$ cat src/rtl/booth_div_seq.sv
// Sequential signed divider: restoring radix-2 on magnitudes, one quotient bit per clock, then sign fixup.
// Optional result self-check enabled by defining DIV_SELF_CHECK_EN.
module booth_div_seq #(
  parameter int WIDTH = 16
) (
  input  logic             clk,
  input  logic             rst,
  input  logic             in_valid,
  output logic             in_ready,
  input  logic [WIDTH-1:0] dividend,
  input  logic [WIDTH-1:0] divisor,
  output logic             out_valid,
  input  logic             out_ready,
  output logic [WIDTH-1:0] quotient,
  output logic [WIDTH-1:0] remainder,
  output logic             div_by_zero,
  output logic             overflow,
  output logic             check_err
);

  localparam int CW = $clog2(WIDTH);
  localparam logic [CW-1:0] CNT_INIT = CW'(WIDTH - 1);

  typedef enum logic [2:0] {S_IDLE, S_CALC, S_FIX, S_ZERO, S_DONE} state_t;

  state_t           state_q, state_d;
  logic [CW-1:0]    cnt_q, cnt_d;
  logic [WIDTH:0]   p_q, p_d;
  logic [WIDTH:0]   dvs_q, dvs_d;
  logic [WIDTH-1:0] qm_q, qm_d;
  logic [WIDTH-1:0] dvd_q, dvd_d;
  logic [WIDTH-1:0] quo_q, quo_d;
  logic [WIDTH-1:0] rem_q, rem_d;
  logic             q_neg_q, q_neg_d;
  logic             r_neg_q, r_neg_d;
  logic             ovf_pend_q, ovf_pend_d;
  logic             dbz_q, dbz_d;
  logic             ovf_q, ovf_d;

  logic [WIDTH+1:0] p_sh;
  logic             p_ge;
  logic [WIDTH-1:0] dvd_mag;
  logic [WIDTH:0]   dvs_ext, dvs_mag;
  logic [WIDTH-1:0] quo_fix, rem_fix;

  // Dividend magnitude is exact as an unsigned WIDTH-bit value, including the most-negative input.
  always_comb begin
    dvd_mag = dividend[WIDTH-1] ? (~dividend + 1'b1) : dividend;
    dvs_ext = {divisor[WIDTH-1], divisor};
    dvs_mag = dvs_ext[WIDTH] ? (~dvs_ext + 1'b1) : dvs_ext;
    p_sh    = {p_q, qm_q[WIDTH-1]};
    p_ge    = (p_sh >= {1'b0, dvs_q});
    quo_fix = q_neg_q ? (~qm_q + 1'b1) : qm_q;
    rem_fix = r_neg_q ? (~p_q[WIDTH-1:0] + 1'b1) : p_q[WIDTH-1:0];
  end

  always_comb begin
    state_d    = state_q;
    cnt_d      = cnt_q;
    p_d        = p_q;
    dvs_d      = dvs_q;
    qm_d       = qm_q;
    dvd_d      = dvd_q;
    quo_d      = quo_q;
    rem_d      = rem_q;
    q_neg_d    = q_neg_q;
    r_neg_d    = r_neg_q;
    ovf_pend_d = ovf_pend_q;
    dbz_d      = dbz_q;
    ovf_d      = ovf_q;
    case (state_q)
      S_IDLE: begin
        if (in_valid) begin
          q_neg_d    = dividend[WIDTH-1] ^ divisor[WIDTH-1];
          r_neg_d    = dividend[WIDTH-1];
          qm_d       = dvd_mag;
          dvs_d      = dvs_mag;
          dvd_d      = dividend;
          p_d        = '0;
          cnt_d      = CNT_INIT;
          ovf_pend_d = (dividend == {1'b1, {(WIDTH-1){1'b0}}}) && (&divisor);
          state_d    = (divisor == '0) ? S_ZERO : S_CALC;
        end
      end
      S_CALC: begin
        p_d  = p_ge ? (WIDTH+1)'(p_sh - {1'b0, dvs_q}) : p_sh[WIDTH:0];
        qm_d = {qm_q[WIDTH-2:0], p_ge};
        if (cnt_q == '0) begin
          state_d = S_FIX;
        end else begin
          cnt_d = cnt_q - 1'b1;
        end
      end
      S_FIX: begin
        quo_d   = quo_fix;
        rem_d   = rem_fix;
        dbz_d   = 1'b0;
        ovf_d   = ovf_pend_q;
        state_d = S_DONE;
      end
      S_ZERO: begin
        quo_d   = '1;
        rem_d   = dvd_q;
        dbz_d   = 1'b1;
        ovf_d   = 1'b0;
        state_d = S_DONE;
      end
      S_DONE: begin
        if (out_ready) state_d = S_IDLE;
      end
      default: state_d = S_IDLE;
    endcase
  end

  always_ff @(posedge clk) begin
    if (rst) begin
      state_q    <= S_IDLE;
      cnt_q      <= '0;
      p_q        <= '0;
      dvs_q      <= '0;
      qm_q       <= '0;
      dvd_q      <= '0;
      quo_q      <= '0;
      rem_q      <= '0;
      q_neg_q    <= 1'b0;
      r_neg_q    <= 1'b0;
      ovf_pend_q <= 1'b0;
      dbz_q      <= 1'b0;
      ovf_q      <= 1'b0;
    end else begin
      state_q    <= state_d;
      cnt_q      <= cnt_d;
      p_q        <= p_d;
      dvs_q      <= dvs_d;
      qm_q       <= qm_d;
      dvd_q      <= dvd_d;
      quo_q      <= quo_d;
      rem_q      <= rem_d;
      q_neg_q    <= q_neg_d;
      r_neg_q    <= r_neg_d;
      ovf_pend_q <= ovf_pend_d;
      dbz_q      <= dbz_d;
      ovf_q      <= ovf_d;
    end
  end

  assign in_ready    = (state_q == S_IDLE);
  assign out_valid   = (state_q == S_DONE);
  assign quotient    = quo_q;
  assign remainder   = rem_q;
  assign div_by_zero = dbz_q;
  assign overflow    = ovf_q;

`ifdef DIV_SELF_CHECK_EN
  logic           chk_q, chk_d;
  logic [WIDTH:0] rem_ext, rem_mag;
  logic           rule_mag, rule_rsign, rule_qsign;

  // The quotient-sign rule only applies with a real divisor; the -1 returned for x/0 is a convention.
  always_comb begin
    rem_ext    = {rem_fix[WIDTH-1], rem_fix};
    rem_mag    = rem_ext[WIDTH] ? (~rem_ext + 1'b1) : rem_ext;
    rule_mag   = (rem_mag < dvs_q);
    rule_rsign = (rem_fix == '0) || (rem_fix[WIDTH-1] == r_neg_q);
    rule_qsign = (quo_fix == '0) || ovf_pend_q || (quo_fix[WIDTH-1] == q_neg_q);
    chk_d      = chk_q;
    case (state_q)
      S_FIX:   chk_d = !(rule_mag && rule_rsign && rule_qsign);
      S_ZERO:  chk_d = !((dvd_q == '0) || (dvd_q[WIDTH-1] == r_neg_q));
      S_DONE:  if (out_ready) chk_d = 1'b0;
      default: chk_d = chk_q;
    endcase
  end

  always_ff @(posedge clk) begin
    if (rst) chk_q <= 1'b0;
    else     chk_q <= chk_d;
  end

  assign check_err = chk_q;
`else
  assign check_err = 1'b0;
`endif

endmodule
$ cat config.mk
export PLATFORM = sky130hd
export DESIGN_NAME = booth_div_seq
export DESIGN_NICKNAME = d
export VERILOG_FILES = /design/src/rtl/booth_div_seq.sv
export SDC_FILE = /design/constraint.sdc
export NUM_CORES = 1
export LEC_CHECK = 0
export CORE_ASPECT_RATIO = 1.75
export CORE_MARGIN = 2
export CORE_UTILIZATION = 30
export CTS_BUF_LIST = sky130_fd_sc_hd__clkbuf_4 sky130_fd_sc_hd__clkbuf_8
export DETAILED_ROUTE_END_ITERATION = 6
export MAX_ROUTING_LAYER = met4
export SLEW_MARGIN = 20
export SYNTH_ARGS = -nofsm -noshare
export SYNTH_HDL_FRONTEND = slang
export SYNTH_SLANG_ARGS = --single-unit
export TNS_END_PERCENT = 50
$ cat constraint.sdc
create_clock -name clk -period 2.9 [get_ports clk]
set_clock_uncertainty 0.15 [all_clocks]
set_input_delay 0.87 -clock clk [delete_from_list [all_inputs] [get_ports clk]]
set_output_delay 0.87 -clock clk [all_outputs]
set_load 0.02 [all_outputs]
Word-level counts from Yosys, hierarchy flattened:

Cells that the tools add are included.
Widths: inputs -> output; s select.

* bits in registers: 110
* input bits: 36

* magnitude comparators: 1
* $add $sub $neg: 6
* equal/unequal tests: 9
* reductions and logical operators: 12
* muxes and demuxes: 21
* bitwise logic cells: 5

Operator list (count)
* $pmux 16 s2: 3
* $mux 16: 4
* $mux 17: 3
* $add 16x1->16 const B: 3
* $not 16->16: 3
* $pmux 17 s2: 1
* $ge 18x17->1: 1
* $add 17x1->17 const B: 1
* $not 17->17: 1
* $sub 17x17->17: 1
* $eq 16x16->1 const B: 1
* $logic_not 16->1: 1
* $reduce_and 16->1: 1
* $pmux 3 s4: 1
* $mux 3: 3
* $mux 4: 2
* $pmux 4 s2: 1
* $eq 3x2->1 const B: 2
* $ne 2x2->1 const B: 3
* $reduce_and 3->1: 2
* $logic_not 4->1: 1
* $pmux 1 s2: 2
* $reduce_and 2->1: 2
* $reduce_bool 2->1: 2
* 9 further kinds: 9

Logic depth before layout (Yosys ltp):

Gate-level depths: netlist of run 1.

* depth after elaboration: 5
* depth in mapped cells: 12
* mapped depth without buffers: 10

Least setup slack after synthesis of run 1:

No wires, ideal clock.

* path type: input to register
* start point: in divisor[5]
* end point: reg dvs_q[12]
* buffers on the path: 0
* arrival: 2.510 ns
* library setup time: 0.086 ns
* required time: 2.664 ns
* stages: 5
* slack: 0.154 ns
* cell sequence: or4_4 or4_4 o41ai_1 xor2_1 a211oi_1

* longest elaborated chain between the ends: 3

RTL lines
* from (decl): line 11 `input logic [WIDTH-1:0] divisor,`
* $not 17->17: line 50 `dvs_mag = dvs_ext[WIDTH] ? (~dvs_ext + 1'b1) : dvs_ext;`
* $add 17x1->17: line 50
* $mux 17: line 50
* to (signal assigned): line 134 `dvs_q <= dvs_d;`
* to (decl): line 29 `logic [WIDTH:0] dvs_q, dvs_d;`

No other way between the ends.
A chain may end at the register's enable or synchronous reset.

Final worst setup path of run 1:

Ends and elaborated chain as after synthesis.

==> results of run 1 <==
registers in the layout, indices dropped and copies added (netlist names):
| signal | cells |
|---|---|
| quotient | 16 |
| div_by_zero | 1 |
| remainder | 16 |
| ovf_pend_q | 1 |
| cnt_q | 4 |
| qm_q | 16 |
| dvs_q | 17 |
| dvd_q | 16 |
| q_neg_q | 1 |
| overflow | 1 |
| state_q | 3 |
| p_q | 17 |
synth_stat cells, drive strengths merged (8+ instances only):
| cell | n | area, µm² |
|---|---|---|
| a211oi | 20 | 150 |
| a21oi | 69 | 349 |
| a22oi | 13 | 97.6 |
| buf | 9 | 42.5 |
| clkbuf | 50 | 188 |
| dfxtp | 109 | 2180 |
| ha | 23 | 288 |
| inv | 35 | 131 |
| nand2 | 135 | 507 |
| nand2b | 18 | 113 |
| nand3 | 8 | 40.0 |
| nor2 | 58 | 218 |
| nor3 | 37 | 185 |
| o211ai | 32 | 240 |
| o21ai | 35 | 175 |
| o31ai | 20 | 150 |
| o41ai | 8 | 77.6 |
| or3 | 12 | 80.1 |
| or4 | 12 | 113 |
| xnor2 | 40 | 350 |
| xor2 | 25 | 219 |
layer usage:
metal | routed length, µm | vias up
met1 | 7130 | 2871
met3 | 347 | 33
met4 | 1040 | 0
li1 | - | 3175
met2 | 10200 | 100
met5 | 0 | -
worst max-delay path by stage:
stage | from | endpoint | depth (start not counted)
5_1_grt | divisor[5] | dvs_q[14]$_SDFFE_PP0P_ | 6
3_3_place_gp | divisor[5] | dvs_q[12]$_SDFFE_PP0P_ | 6
3_5_place_dp | divisor[5] | dvs_q[12]$_SDFFE_PP0P_ | 6
4_1_cts | divisor[5] | dvs_q[12]$_SDFFE_PP0P_ | 6
6_report | divisor[5] | dvs_q[12]$_SDFFE_PP0P_ | 6
2_1_floorplan | divisor[5] | dvs_q[12]$_SDFFE_PP0P_ | 5
per-stage QoR:
stage	cells	util	area, µm²	setup WS (ns)
detailed placement	1215	0.367	7860	-0.392
global placement	1215	0.367	7860	-0.357
floorplan	844	-	6500	0.154
CTS	1231	0.377	8070	0.0295
global route	1233	0.379	8120	0.00746
finish	1233	0.379	8120	0.0849
final cells by class:
type	count	share of cell area
repair buffers	140	0.152
flip-flops and latches	109	0.269
clock buffers	9	0.0153
inverters	35	0.0162
multi-input cells	641	0.493
well taps	292	0.0450
clock inverters	7	0.00955
kinds of logic (layout without fill, tap and decap cells):
group                    count (synthesis)  in the layout
AND/OR/NAND/NOR                        310            310
AO/OA/AOI/OAI                          237            237
flip-flops                             109            109
buffers and inverters                   94            191
XOR/XNOR                                65             65
adder cells (fa/ha/maj)                 24             24
multiplexers                             4              4
other                                    1              1
repair_timing:
action,4_1_cts,5_1_grt
endpoints found under the setup margin,16,22
pin swaps,0,1
setup buffers,0,2
gates resized for setup,1,7
critical path: stages:
cell             delay (ns)
clkdlybuf4s50_1        0.41
or4_4                  0.57
or4_4                  0.53
o41ai_2                0.24
xor2_1                 0.11
a211oi_1               0.24
power groups by stage:
stage,Combinational (mW),Clock (mW),Sequential (mW)
detailed placement,2.53,0,1.85
global route,2.83,1.01,1.84
global placement,2.52,0,1.84
floorplan,1.74,0,1.83
CTS,2.55,0.972,1.81
finish,2.56,0.941,1.81
==> reports/results.tsv, run 1 <==
metric	value	unit
worst_ir_drop_vdd	303	µV
timing.critical_path.from_type	primary input	
drt-total-wl	18700	µm
worst-path-max-fanout	4	
p_sw	2.22	mW
fin_crit	2.82	ns
routed_via_density	5.01	
finalHoldViolCount	0	
cts_tree	done	
synth_cells	844	
max_freq	355	MHz
setup_viol	0	
hold_path_depth	2	
drv_slew	0	
synth_top_family_by_area	compound AO/OA/AOI/OAI gates	
clock-root-buffer	clkbuf_8	
dieArea	22900	µm²
r2r-end	p_q[16]$_SDFFE_PP0P_	
hold_class	reg -> reg	
multi_input_area	4000	µm²
cts_htree_levels	3	
firstDrtPassIters	4	
final_common_cell	nand2_1	
dp_hpwl	14600	µm
holdCritStartpoint	quotient[0]$_SDFFE_PP0P_	
clkLatencyLatePin	0.39	ns
fin_setup_tns	0	ns
grt_pass1_vias	6003	
synth-adder-area-share	0.0474	
path_clk_slew	0.11	ns
port-buffer-count	71	
netlist_area	6500	µm²
wl_per_cell	15.2	µm
synth_seq_cells	109	
grt-ovfl-total	0	
avgSynthCellArea	7.70	µm²
p_comb_frac	0.482	
synth_cell_types	59	
cts.sinks	109	
core	21400	µm²
seq_area	2180	µm²
holdPathEnd	quotient[0]$_SDFFE_PP0P_	
grtUsageMet2	0.311	
top_usage_layer	met2	
globalRouteMet3Util	0.0143	
async_flop_share	0	
grt_util_all_layers	0.171	
power_frac_seq	0.341	
syn_nets	904	
fillerInstances	2286	
leakagePower	2.95	nW
tightest_slew	0.885	ns
synth_edf_count	0	
synth_top_flop_cell	dfxtp_1	
antenna_found_initial	0	
syn2layout_area_growth	25.0	%
r2r-start	qm_q[15]$_SDFFE_PP0P_	
reg2reg_slack	0.18	ns
diodes	0	
slew_headroom	0.394	
final_cell_mix	135 x nand2_1, 108 x dfxtp_1, 70 x clkdlybuf4s50_1	
synth_compound_area_frac	0.244	
drt_iter0_markers	251	
cts_buffers	9	
yosysSeqAreaShare	0.336	
status	finished clean	
ant_nets	0	
synth_simple_gate_area_frac	0.223	
vias	6179	
clock_path_buffers	2	
critPathKind	in -> reg	
required	3.06	ns
grt_use_met1	0.175	
rsz0062_at_grt	false	
sw_frac_of_total	0.417	
initial_core_util	0.304	
nets	996	
timing.hold.ws	0.306	ns
drv_cap	0	
yosys.area_share.xor_xnor	0.0876	
grt_pass1_wl	30200	µm
die_w	115	µm
postCtsHoldBufs	0	
cp-end-kind	register	
synth.area.mux_share	0.00616	
p_total	5.31	mW
arrival	2.97	ns
clock_power_share	0.177	
p_per_area	654	nW/µm²
drive_above_1_share	0.119	
chipHeight	199	µm
gp_congestion	0.903	
drc	0	
yosys_warnings	0	
fin_crit_sh	0.971	
intPower	3.09	mW
grt_max_degree	53	
ios	73	
rows	71	
reg2reg_depth	11	
Power figures use the tool's default switching activity.
==> inputs of run 2 (changes only) <==
CORE_UTILIZATION = 35   (was 30)
==> reports/results.tsv, run 2 (synthesis results as in run 1) <==
metric	value	unit	change
cts_tree	done		unchanged
clock_power_share	0.169		was 0.177
chipHeight	184	µm	was 199 µm
path_clk_slew	0.12	ns	was 0.11 ns
tightest_slew	0.641	ns	was 0.885 ns
status	finished clean		unchanged
power_frac_seq	0.341		about the same
dpl-instance-area	7820	µm²	was 7860 µm²
ant_nets	0		unchanged
dieArea	19700	µm²	was 22,900 µm²
fin_setup_tns	0	ns	unchanged
path_cells	clkdlybuf4s50_1, or4_4, or4_4, buf_4, o21ai_0, xor2_1, a211oi_1		was clkdlybuf4s50_1, or4_4, or4_4, o41ai_2, xor2_1, a211oi_1
drt-total-wl	18900	µm	was 18,700 µm
critPathKind	in -> reg		unchanged
crit_family	simple AND/OR/NAND/NOR gates		unchanged
die_w	107	µm	was 115 µm
clkLatencyLatePin	0.38	ns	was 0.39 ns
crit_path_frequent_cell	or4_4		unchanged
ios	73		unchanged
fillerInstances	1919		was 2,286
clock_path_buffers	2		unchanged
final_common_cell	nand2_1		unchanged
worst_ir_drop_vdd	410	µV	was 303 µV
drv_slew	0		unchanged
core	18400	µm²	was 21,400 µm²
wl_per_cell	16.0	µm	was 15.2 µm
cts_htree_levels	3		unchanged
p_sw	2.24	mW	was 2.22 mW
p_comb_frac	0.490		was 0.482
cts.sinks	109		unchanged
p_per_area	663	nW/µm²	was 654 nW/µm²
gp_congestion	0.887		was 0.903
final_cell_mix	135 x nand2_1, 107 x dfxtp_1, 72 x buf_4		was 135 x nand2_1, 108 x dfxtp_1, 70 x clkdlybuf4s50_1
drive_above_1_share	0.122		was 0.119
slew_headroom	0.562		was 0.394
rsz0062_at_grt	true		was false
slowest_stage	or4_4		unchanged
antenna_found_initial	0		unchanged
grt-ovfl-total	0		unchanged
timing.critical_path.from_type	primary input		unchanged
slowest_delay	0.54	ns	was 0.57 ns
setup_viol	0		unchanged
crit_buf_inv	2		was 1
cp-end-kind	register		unchanged
required	3.04	ns	was 3.06 ns
finalHoldViolCount	0		unchanged
leakagePower	2.96	nW	was 2.95 nW
syn2layout_area_growth	23.8	%	was 25.0%
sw_frac_of_total	0.420		was 0.417
max_freq	352	MHz	was 355 MHz
fin_util	0.437		was 0.379
grt_pass1_vias	5948		was 6,003
drc	0		unchanged
vias	6229		was 6,179
largest_registers	dvs_q x17, p_q x17		unchanged
drt_iter0_markers	198		was 251
grt_util_all_layers	0.198		was 0.171
grt_pass1_wl	30100	µm	was 30,200 µm
grt_max_degree	51		was 53
p_total	5.33	mW	was 5.31 mW
port-buffer-count	71		unchanged
rows	66		was 71
worst-path-max-fanout	3		was 4
arrival	2.98	ns	was 2.97 ns
hold_class	reg -> reg		unchanged
nets	999		was 996
drv_cap	0		unchanged
routed_via_density	5.27		was 5.01
firstDrtPassIters	5		was 4
fin_crit	2.84	ns	was 2.82 ns
cts_buffers	9		unchanged
initial_core_util	0.353		was 0.304
fin_crit_sh	0.979		was 0.971
diodes	0		unchanged
finish.instance_area	8050	µm²	was 8120 µm²
clock-root-buffer	clkbuf_8		unchanged
intPower	3.09	mW	about the same
cts_setup_buffers	0		unchanged
dp_hpwl	14400	µm	was 14,600 µm
## run 2: cell type report
class                           instances  area, µm²  share of cell area
Clock buffer                            9        124              0.0154
Clock inverter                          6       56.3             0.00700
Multi-Input combinational cell        641       4010               0.498
Tap cell                              238        298              0.0370
Sequential cell                       109       2180               0.272
Inverter                               35        131              0.0163
Timing Repair Buffer                  143       1250               0.155
## run 2: worst register-to-register path, cell delays in order, from the launching register on
cell and delay [ns]:
dfxtp_1 0.32, inv_1 0.06, ha_1 0.15, inv_1 0.05, fa_1 0.44, a21oi_4 0.23, o211ai_1 0.11, a31o_2 0.28
o2111a_1 0.27, buf_4 0.22, or3_1 0.35, nand3_1 0.08
## run 2: layer usage
| layer | share of wire | vias to the layer above | track usage |
|---|---|---|---|
| met4 | 0.047 | 0 | 0.104 |
| met2 | 0.53 | 101 | 0.355 |
| li1 | - | 3189 | - |
| met5 | 0 | - | - |
| met3 | 0.018 | 47 | 0.0173 |
| met1 | 0.41 | 2892 | 0.214 |
## run 2: worst paths after layout
check	from	end	slack, ns	depth (start not counted)
max reg2reg	qm_q[15]$_SDFFE_PP0P_	p_q[9]$_SDFFE_PP0P_	0.13	11
min reg2reg	dvd_q[9]$_SDFFE_PP0P_	dvd_q[9]$_SDFFE_PP0P_	0.31	2
min	dvd_q[9]$_SDFFE_PP0P_	dvd_q[9]$_SDFFE_PP0P_	0.31	2
max	divisor[6]	dvs_q[10]$_SDFFE_PP0P_	0.06	7
## run 2: through the flow
step / setup slack, ns / hold slack (ns) / instances
floorplan: 0.154 / 0.278 / 844
global placement: -0.349 / 0.289 / 1166
detailed placement: -0.347 / 0.292 / 1166
CTS: 0.0145 / 0.308 / 1181
global route: -0.0320 / 0.324 / 1181
finish: 0.0608 / 0.308 / 1181
## run 2: power groups by stage
| stage | combinational [mW] | clock [mW] | sequential, mW |
|---|---|---|---|
| global placement | 2.56 | 0 | 1.85 |
| global route | 2.88 | 0.977 | 1.84 |
| CTS | 2.59 | 0.924 | 1.82 |
| floorplan | 1.74 | 0 | 1.83 |
| detailed placement | 2.57 | 0 | 1.85 |
| finish | 2.61 | 0.904 | 1.82 |
## run 2: timing repair
item                                    in CTS  in global routing
endpoints found under the setup margin      14                 22
cloned                                       0                  0
hold buffers                                 0                  0
resized for setup                            1                  8
